**src/rtl/cfi_pkg.sv**
```systemverilog
// ============================================================================
// Module      : cfi_pkg
// Description : Shared types and widths for the CFI alert controller.
// Revision    : 1.0 - initial release
// ============================================================================
`default_nettype none

package cfi_pkg;

  typedef enum logic [1:0] {
    ST_IDLE     = 2'd0,
    ST_ALERT    = 2'd1,
    ST_HALT_REQ = 2'd2,
    ST_HALTED   = 2'd3
  } state_t;

  localparam int REC_W   = 48;
  localparam int STAMP_W = 16;
  localparam int CNT_W   = 8;

  function automatic logic [CNT_W-1:0] sat_inc(input logic [CNT_W-1:0] v);
    return (&v) ? v : v + 1'b1;
  endfunction

endpackage

`default_nettype wire

```
**src/rtl/cfi_log_fifo.sv**
```systemverilog
// ============================================================================
// Module      : cfi_log_fifo
// Description : Show-ahead violation log FIFO; push while full is refused
//               unless a pop happens in the same cycle.
// Revision    : 1.0 - initial release
// ============================================================================
`default_nettype none

module cfi_log_fifo #(
  parameter int DEPTH = 4,
  parameter int REC_W = 48
) (
  input  logic             i_clk,
  input  logic             i_rst,
  input  logic             i_push,
  input  logic [REC_W-1:0] i_data,
  input  logic             i_pop,
  input  logic             i_flush,
  output logic [REC_W-1:0] o_head,
  output logic             o_empty,
  output logic             o_full
);

  localparam int AW    = $clog2(DEPTH);
  localparam int PTR_W = AW + 1;

  logic [REC_W-1:0] r_mem [DEPTH];
  logic [PTR_W-1:0] r_wr;
  logic [PTR_W-1:0] r_rd;
  logic             w_wr;
  logic             w_rd;

  // Extra pointer MSB distinguishes full from empty when the indices match.
  assign o_empty = (r_wr == r_rd);
  assign o_full  = (r_wr[AW] != r_rd[AW]) && (r_wr[AW-1:0] == r_rd[AW-1:0]);
  assign w_rd    = i_pop & ~o_empty & ~i_flush;
  assign w_wr    = i_push & (~o_full | w_rd) & ~i_flush;
  assign o_head  = r_mem[r_rd[AW-1:0]];

  always_ff @(posedge i_clk or posedge i_rst) begin
    if (i_rst) begin
      r_wr <= '0;
      r_rd <= '0;
    end else if (i_flush) begin
      r_wr <= '0;
      r_rd <= '0;
    end else begin
      if (w_wr) r_wr <= r_wr + 1'b1;
      if (w_rd) r_rd <= r_rd + 1'b1;
    end
  end

  always_ff @(posedge i_clk) begin
    if (w_wr) r_mem[r_wr[AW-1:0]] <= i_data;
  end

endmodule

`default_nettype wire

```
**src/rtl/cfi_alert_ctrl.sv**
```systemverilog
// ============================================================================
// Module      : cfi_alert_ctrl
// Description : Turns the decoder violation flag into logging, interrupt,
//               halt handshake and reset escalation.
// Revision    : 1.0 - initial release
// ============================================================================
`default_nettype none

module cfi_alert_ctrl
  import cfi_pkg::*;
#(
  parameter int DEPTH       = 4,
  parameter int HALT_THRESH = 2,
  parameter int ACK_TIMEOUT = 64
) (
  input  logic             i_clk,
  input  logic             i_rst,
  input  logic             i_signal,
  input  logic [31:0]      i_instr_addr,
  input  logic             i_rd_en,
  input  logic             i_clr,
  input  logic             i_halt_ack,
  output logic [REC_W-1:0] o_rd_data,
  output logic             o_empty,
  output logic [CNT_W-1:0] o_count,
  output logic             o_overflow,
  output logic             o_irq,
  output logic             o_halt_req,
  output logic             o_rst_req
);

  localparam int                 TMO_W      = $clog2(ACK_TIMEOUT + 1);
  localparam logic [CNT_W-1:0]   c_thresh   = CNT_W'(HALT_THRESH);
  localparam logic [TMO_W-1:0]   c_tmo_last = TMO_W'(ACK_TIMEOUT - 1);

  state_t             r_state;
  logic               r_sig_prev;
  logic [STAMP_W-1:0] r_stamp;
  logic [TMO_W-1:0]   r_tmo;
  logic [CNT_W-1:0]   r_count;
  logic               r_overflow;
  logic               r_irq;
  logic               r_halt_req;
  logic               r_rst_req;

  logic               w_event;
  logic               w_pop;
  logic               w_empty;
  logic               w_full;
  logic [REC_W-1:0]   w_head;
  logic [CNT_W-1:0]   w_count_inc;
  logic               w_escalate;

  // An event landing in the same cycle as a clear is thrown away.
  assign w_event     = i_signal & ~r_sig_prev & ~i_clr;
  assign w_pop       = i_rd_en & ~w_empty;
  assign w_count_inc = sat_inc(r_count);
  assign w_escalate  = (w_count_inc >= c_thresh);

  cfi_log_fifo #(
    .DEPTH (DEPTH),
    .REC_W (REC_W)
  ) u_log_fifo (
    .i_clk   (i_clk),
    .i_rst   (i_rst),
    .i_push  (w_event),
    .i_data  ({r_stamp, i_instr_addr}),
    .i_pop   (w_pop),
    .i_flush (i_clr),
    .o_head  (w_head),
    .o_empty (w_empty),
    .o_full  (w_full)
  );

  always_ff @(posedge i_clk or posedge i_rst) begin
    if (i_rst) begin
      r_sig_prev <= 1'b0;
      r_stamp    <= '0;
    end else begin
      r_sig_prev <= i_signal;
      r_stamp    <= r_stamp + 1'b1;
    end
  end

  always_ff @(posedge i_clk or posedge i_rst) begin
    if (i_rst) begin
      r_count    <= '0;
      r_overflow <= 1'b0;
    end else if (i_clr) begin
      r_count    <= '0;
      r_overflow <= 1'b0;
    end else if (w_event) begin
      r_count <= w_count_inc;
      if (w_full && !w_pop) r_overflow <= 1'b1;
    end
  end

  always_ff @(posedge i_clk or posedge i_rst) begin
    if (i_rst) begin
      r_state    <= ST_IDLE;
      r_tmo      <= '0;
      r_irq      <= 1'b0;
      r_halt_req <= 1'b0;
      r_rst_req  <= 1'b0;
    end else begin
      r_rst_req <= 1'b0;
      if (i_clr) begin
        r_state    <= ST_IDLE;
        r_tmo      <= '0;
        r_irq      <= 1'b0;
        r_halt_req <= 1'b0;
      end else begin
        case (r_state)
          ST_IDLE, ST_ALERT: begin
            if (w_event) begin
              r_irq <= 1'b1;
              if (w_escalate) begin
                r_state    <= ST_HALT_REQ;
                r_halt_req <= 1'b1;
                r_tmo      <= '0;
              end else begin
                r_state <= ST_ALERT;
              end
            end
          end
          ST_HALT_REQ: begin
            // Ack takes precedence over a timeout in the same cycle.
            if (i_halt_ack) begin
              r_state    <= ST_HALTED;
              r_halt_req <= 1'b0;
            end else if (r_tmo == c_tmo_last) begin
              r_state    <= ST_HALTED;
              r_halt_req <= 1'b0;
              r_rst_req  <= 1'b1;
            end else begin
              r_tmo <= r_tmo + 1'b1;
            end
          end
          ST_HALTED: begin
            r_state <= ST_HALTED;
          end
          default: begin
            r_state <= ST_IDLE;
          end
        endcase
      end
    end
  end

  assign o_rd_data  = w_empty ? '0 : w_head;
  assign o_empty    = w_empty;
  assign o_count    = r_count;
  assign o_overflow = r_overflow;
  assign o_irq      = r_irq;
  assign o_halt_req = r_halt_req;
  assign o_rst_req  = r_rst_req;

endmodule

`default_nettype wire

```
**config.mk**
```make
export PLATFORM = sky130hd
export DESIGN_NAME = cfi_alert_ctrl
export DESIGN_NICKNAME = d
export VERILOG_FILES = /design/src/rtl/cfi_pkg.sv /design/src/rtl/cfi_log_fifo.sv /design/src/rtl/cfi_alert_ctrl.sv
export SDC_FILE = /design/constraint.sdc
export NUM_CORES = 1
export LEC_CHECK = 0
export ABC_AREA = 1
export CAP_MARGIN = 20
export CORE_MARGIN = 5
export CORE_UTILIZATION = 45
export DETAILED_ROUTE_END_ITERATION = 7
export PLACE_DENSITY = 0.74
export SLEW_MARGIN = 20
export SYNTH_ARGS = -nofsm -noshare
export SYNTH_HDL_FRONTEND = slang
export SYNTH_HIERARCHICAL = 1
export SYNTH_SLANG_ARGS = --single-unit
```
**constraint.sdc**
```tcl
create_clock -name i_clk -period 4 [get_ports i_clk]
set_input_delay 1.2 -clock i_clk [delete_from_list [all_inputs] [get_ports i_clk]]
set_output_delay 1.2 -clock i_clk [all_outputs]
set_load 0.005 [all_outputs]
```
==> results.sh <==
export IMPL_setup_viol_count_final=0
export IMPL_fmax_ghz=0.265
export IMPL_r2r_end="u_log_fifo/r_mem[1][0]$_DFFE_PP_"
export IMPL_grt_overflow=0
export IMPL_seq_area_frac_synth_pct=69.1
export IMPL_grt_pass1_vias=6521
export IMPL_yosys_area_top_type="edfxtp_1"
export IMPL_synth_area_leaders="edfxtp_1 58%, dfrtp_1 11%, nor2_1 6.3%, o21ai_0 5.1%, inv_1 3.4%"
export IMPL_cp_startpoint="u_log_fifo/r_rd[0]$_DFFE_PP0P_"
export IMPL_ys_warn_count=6
export IMPL_placed_area_um2=11300
export IMPL_switching_share_pct=20.3
export IMPL_cp_buffers_inverters=3
export IMPL_ir_drop_uv=391
export IMPL_coreArea_um2=21800
export IMPL_io_buffers=98
export IMPL_cts_tree="built"
export IMPL_cp_arrival_ns=2.57
export IMPL_cts_num_sinks=236
export IMPL_end_kind="primary output"
export IMPL_drive_above_1_share_pct=10.0
export IMPL_cp_depth=6
export IMPL_power_frac_seq_pct=50.1
export IMPL_syn_to_final_growth_pct=22.6
export IMPL_netSwitchingPower_mw=1.09
export IMPL_io_pins=99
export IMPL_wl_met1_mm=8.93
export IMPL_synthTopCellsByCount="192 x edfxtp_1, 167 x nor2_1, 102 x o21ai_0, 90 x inv_1, 69 x nand2_1"
export IMPL_ys_flop_type="edfxtp_1"
export IMPL_syn_inst=865
export IMPL_ff2ff_path_depth=12
export IMPL_synth_edf_count=192
export IMPL_h_tree_depth=1
export IMPL_routed_wirelength_mm=20.4
export IMPL_r2r_slack_ns=1.03
export IMPL_synth_area_per_cell_um2=11.5
export IMPL_clock_path_buffers=3
export IMPL_max_stage_delay_ns=0.55
export IMPL_yosys_cell_types_count=38
export IMPL_fillers=1758
export IMPL_finalClockSkew_ns=0.00989
export IMPL_worstSetupStartpointType="flip-flop"
export IMPL_antenna_found_initial=0
export IMPL_hold_depth=2
export IMPL_worstPathMaxFanout=40
export IMPL_top_layer="met4"
export IMPL_hold_viol=0
export IMPL_power_leakage_nw=4.72
export IMPL_wl_met3_mm=1.21
export IMPL_path_clk_slew_ns=0.06
export IMPL_root_buffer="clkbuf_16"
export IMPL_dr_pass1_iters=5
export IMPL_crit_type="reg -> out"
export IMPL_grt_max_degree=97
export IMPL_antennaDiodeCount=0
export IMPL_path_cells="buf_4 > o21ai_0 > o22ai_1 > inv_1 > nor2_1 > clkdlybuf4s50_1"
export IMPL_yosysTopAreaCellShare_pct=58.0
export IMPL_clock_latency_ns=0.52
export IMPL_cts_buffers=25
export IMPL_finalPower_mw=5.35
export IMPL_drc=0
export IMPL_clkPwrFrac_pct=45.1
export IMPL_cp_slowest_cell="clkdlybuf4s50_1"
export IMPL_synth_nets=911
export IMPL_slew_headroom_pct=68.3
export IMPL_post_place_ws_ns=0.457
export IMPL_initial_core_util_pct=45.7
export IMPL_power_density_nw_per_um2=440
export IMPL_rows=54
export IMPL_fin_cells=1268
export IMPL_dieArea_um2=25200
export IMPL_rsz0062_at_grt="no"
export IMPL_comb_power_share_pct=4.7
export IMPL_endpoint="o_rd_data[37]"
export IMPL_internal_power_mw=4.27
export IMPL_dp_cells=1222
export IMPL_worstPathRequired_ns=2.80
export IMPL_grt_first_pass_wirelength_mm=33.3
export IMPL_via_count=6511
export IMPL_hold_path_class="reg -> reg"
export IMPL_maxCapViolCount=0
export IMPL_hpwl_mm=12.3
export IMPL_async_flop_share_pct=18.6
export IMPL_viasPerCell=5.13
export IMPL_fin_area_um2=12200
export IMPL_first_iter_violations=391
export IMPL_fin_nets=1015
export IMPL_ys_ff_latch=236
export IMPL_post_cts_buffers=0
export IMPL_ant_nets=0
export IMPL_worst_pin_slew_ns=0.476
export IMPL_status="finished clean"
export IMPL_yosysMostFrequentCell="edfxtp_1"
export IMPL_report_final_slew_viol_count=0
export IMPL_die_h_um=159
export IMPL_fin_crit_ns=3.77
export IMPL_syn_area_um2=9940
export IMPL_fp_dieW_um=159
export IMPL_fin_ws_ns=0.225
export IMPL_r2r_start="u_log_fifo/r_wr[0]$_DFFE_PP0P_"
export IMPL_grt_usage_pct=16.4
export IMPL_gp_congestion=0.774
export IMPL_crit_family="buffers and inverters"
export IMPL_wl_met2_mm=9.90
export IMPL_avgRoutedWirePerCell_um=16.1
export IMPL_post_route_period_util_pct=94.4
## registers in the layout, summed over array words and instances, names as in the netlist
register,cells
o_overflow,1
o_irq,1
r_sig_prev,1
o_halt_req,1
r_state,2
u_log_fifo/r_mem,192
o_rst_req,1
o_count,8
u_log_fifo/r_rd,3
r_tmo,7
u_log_fifo/r_wr,3
r_stamp,16
## final cells by class
| type | instances | area (µm²) | share of cell area, % |
|---|---|---|---|
| timing repair buffer | 116 | 1160 | 9.53 |
| clock buffer | 27 | 633 | 5.20 |
| inverter | 96 | 367 | 3.01 |
| multi-input combinational | 494 | 2560 | 21.0 |
| tap | 280 | 350 | 2.88 |
| clock inverter | 19 | 238 | 1.95 |
| sequential | 236 | 6870 | 56.4 |
## routing by layer
metal,track usage (%),up-vias
met5,0,-
met2,28.1,181
li1,-,3187
met3,2.64,28
met4,4.10,0
met1,22.0,3115
## power groups by stage
stage | Clock [mW] | Sequential (mW) | Combinational, mW
CTS | 2.46 | 2.68 | 0.257
detailed placement | 0 | 2.73 | 0.255
global placement | 0 | 2.73 | 0.252
finish | 2.42 | 2.68 | 0.253
floorplan | 0 | 2.73 | 0.111
global route | 2.57 | 2.68 | 0.281
## worst min-delay path by stage
stage                                 from                      to  slack [ns]
floorplan             r_tmo[6]$_DFFE_PP0P_    r_tmo[6]$_DFFE_PP0P_        0.46
global route        o_halt_req$_DFFE_PP0P_  o_halt_req$_DFFE_PP0P_        0.52
global placement    o_halt_req$_DFFE_PP0P_  o_halt_req$_DFFE_PP0P_        0.46
CTS                 o_halt_req$_DFFE_PP0P_  o_halt_req$_DFFE_PP0P_        0.48
finish              o_halt_req$_DFFE_PP0P_  o_halt_req$_DFFE_PP0P_        0.49
detailed placement  o_halt_req$_DFFE_PP0P_  o_halt_req$_DFFE_PP0P_        0.46
## placed cells by master, fill, tap and decap left out, types with 2 or more instances in the layout
cell type,n
ha_1,8
nand3_2,4
nand3_1,28
inv_4,2
inv_2,3
nand2_2,8
dfrtp_1,43
nand4_1,4
nand3_4,2
inv_1,89
buf_12,3
clkbuf_1,2
clkinv_2,9
nor2_2,2
bufinv_16,5
a21oi_1,7
o21ai_1,3
edfxtp_1,192
nor2_4,8
clkbuf_16,25
nor3_1,3
buf_6,2
xor2_1,11
o21ai_2,3
o22ai_1,52
nand2_1,69
o21ai_0,102
buf_4,13
clkdlybuf4s50_1,98
xnor2_1,8
clkinv_1,4
nor2_1,163
## through the flow
| stage | setup TNS, ns | util [%] | hold slack [ns] |
|---|---|---|---|
| finish | 0 | 56.0 | 0.487 |
| global route | 0 | 56.0 | 0.521 |
| CTS | 0 | 55.9 | 0.480 |
| detailed placement | 0 | 51.9 | 0.461 |
| global placement | 0 | 51.9 | 0.463 |
| floorplan | -83.18 | - | 0.455 |
## tightest hold or removal path, stage by stage, from the launching register on
cell	delay [ns]
dfrtp_1	0.34
nand2_1	0.05
nand2_1	0.05
## kinds of logic after synthesis
family	after synthesis	share of synthesized area, %
fa+ha+maj	8	1.01
xor+xnor	20	1.84
flops	236	69.1
buf+inv	135	5.43
simple gates	296	13.0
compound gates	170	9.58
## timing repair
| action | in CTS | in global routing |
|---|---|---|
| resized for setup | 0 | 4 |
| hold buffers | 0 | 0 |
| setup endpoints to repair | 0 | 36 |
Power figures use the tool's default switching activity.
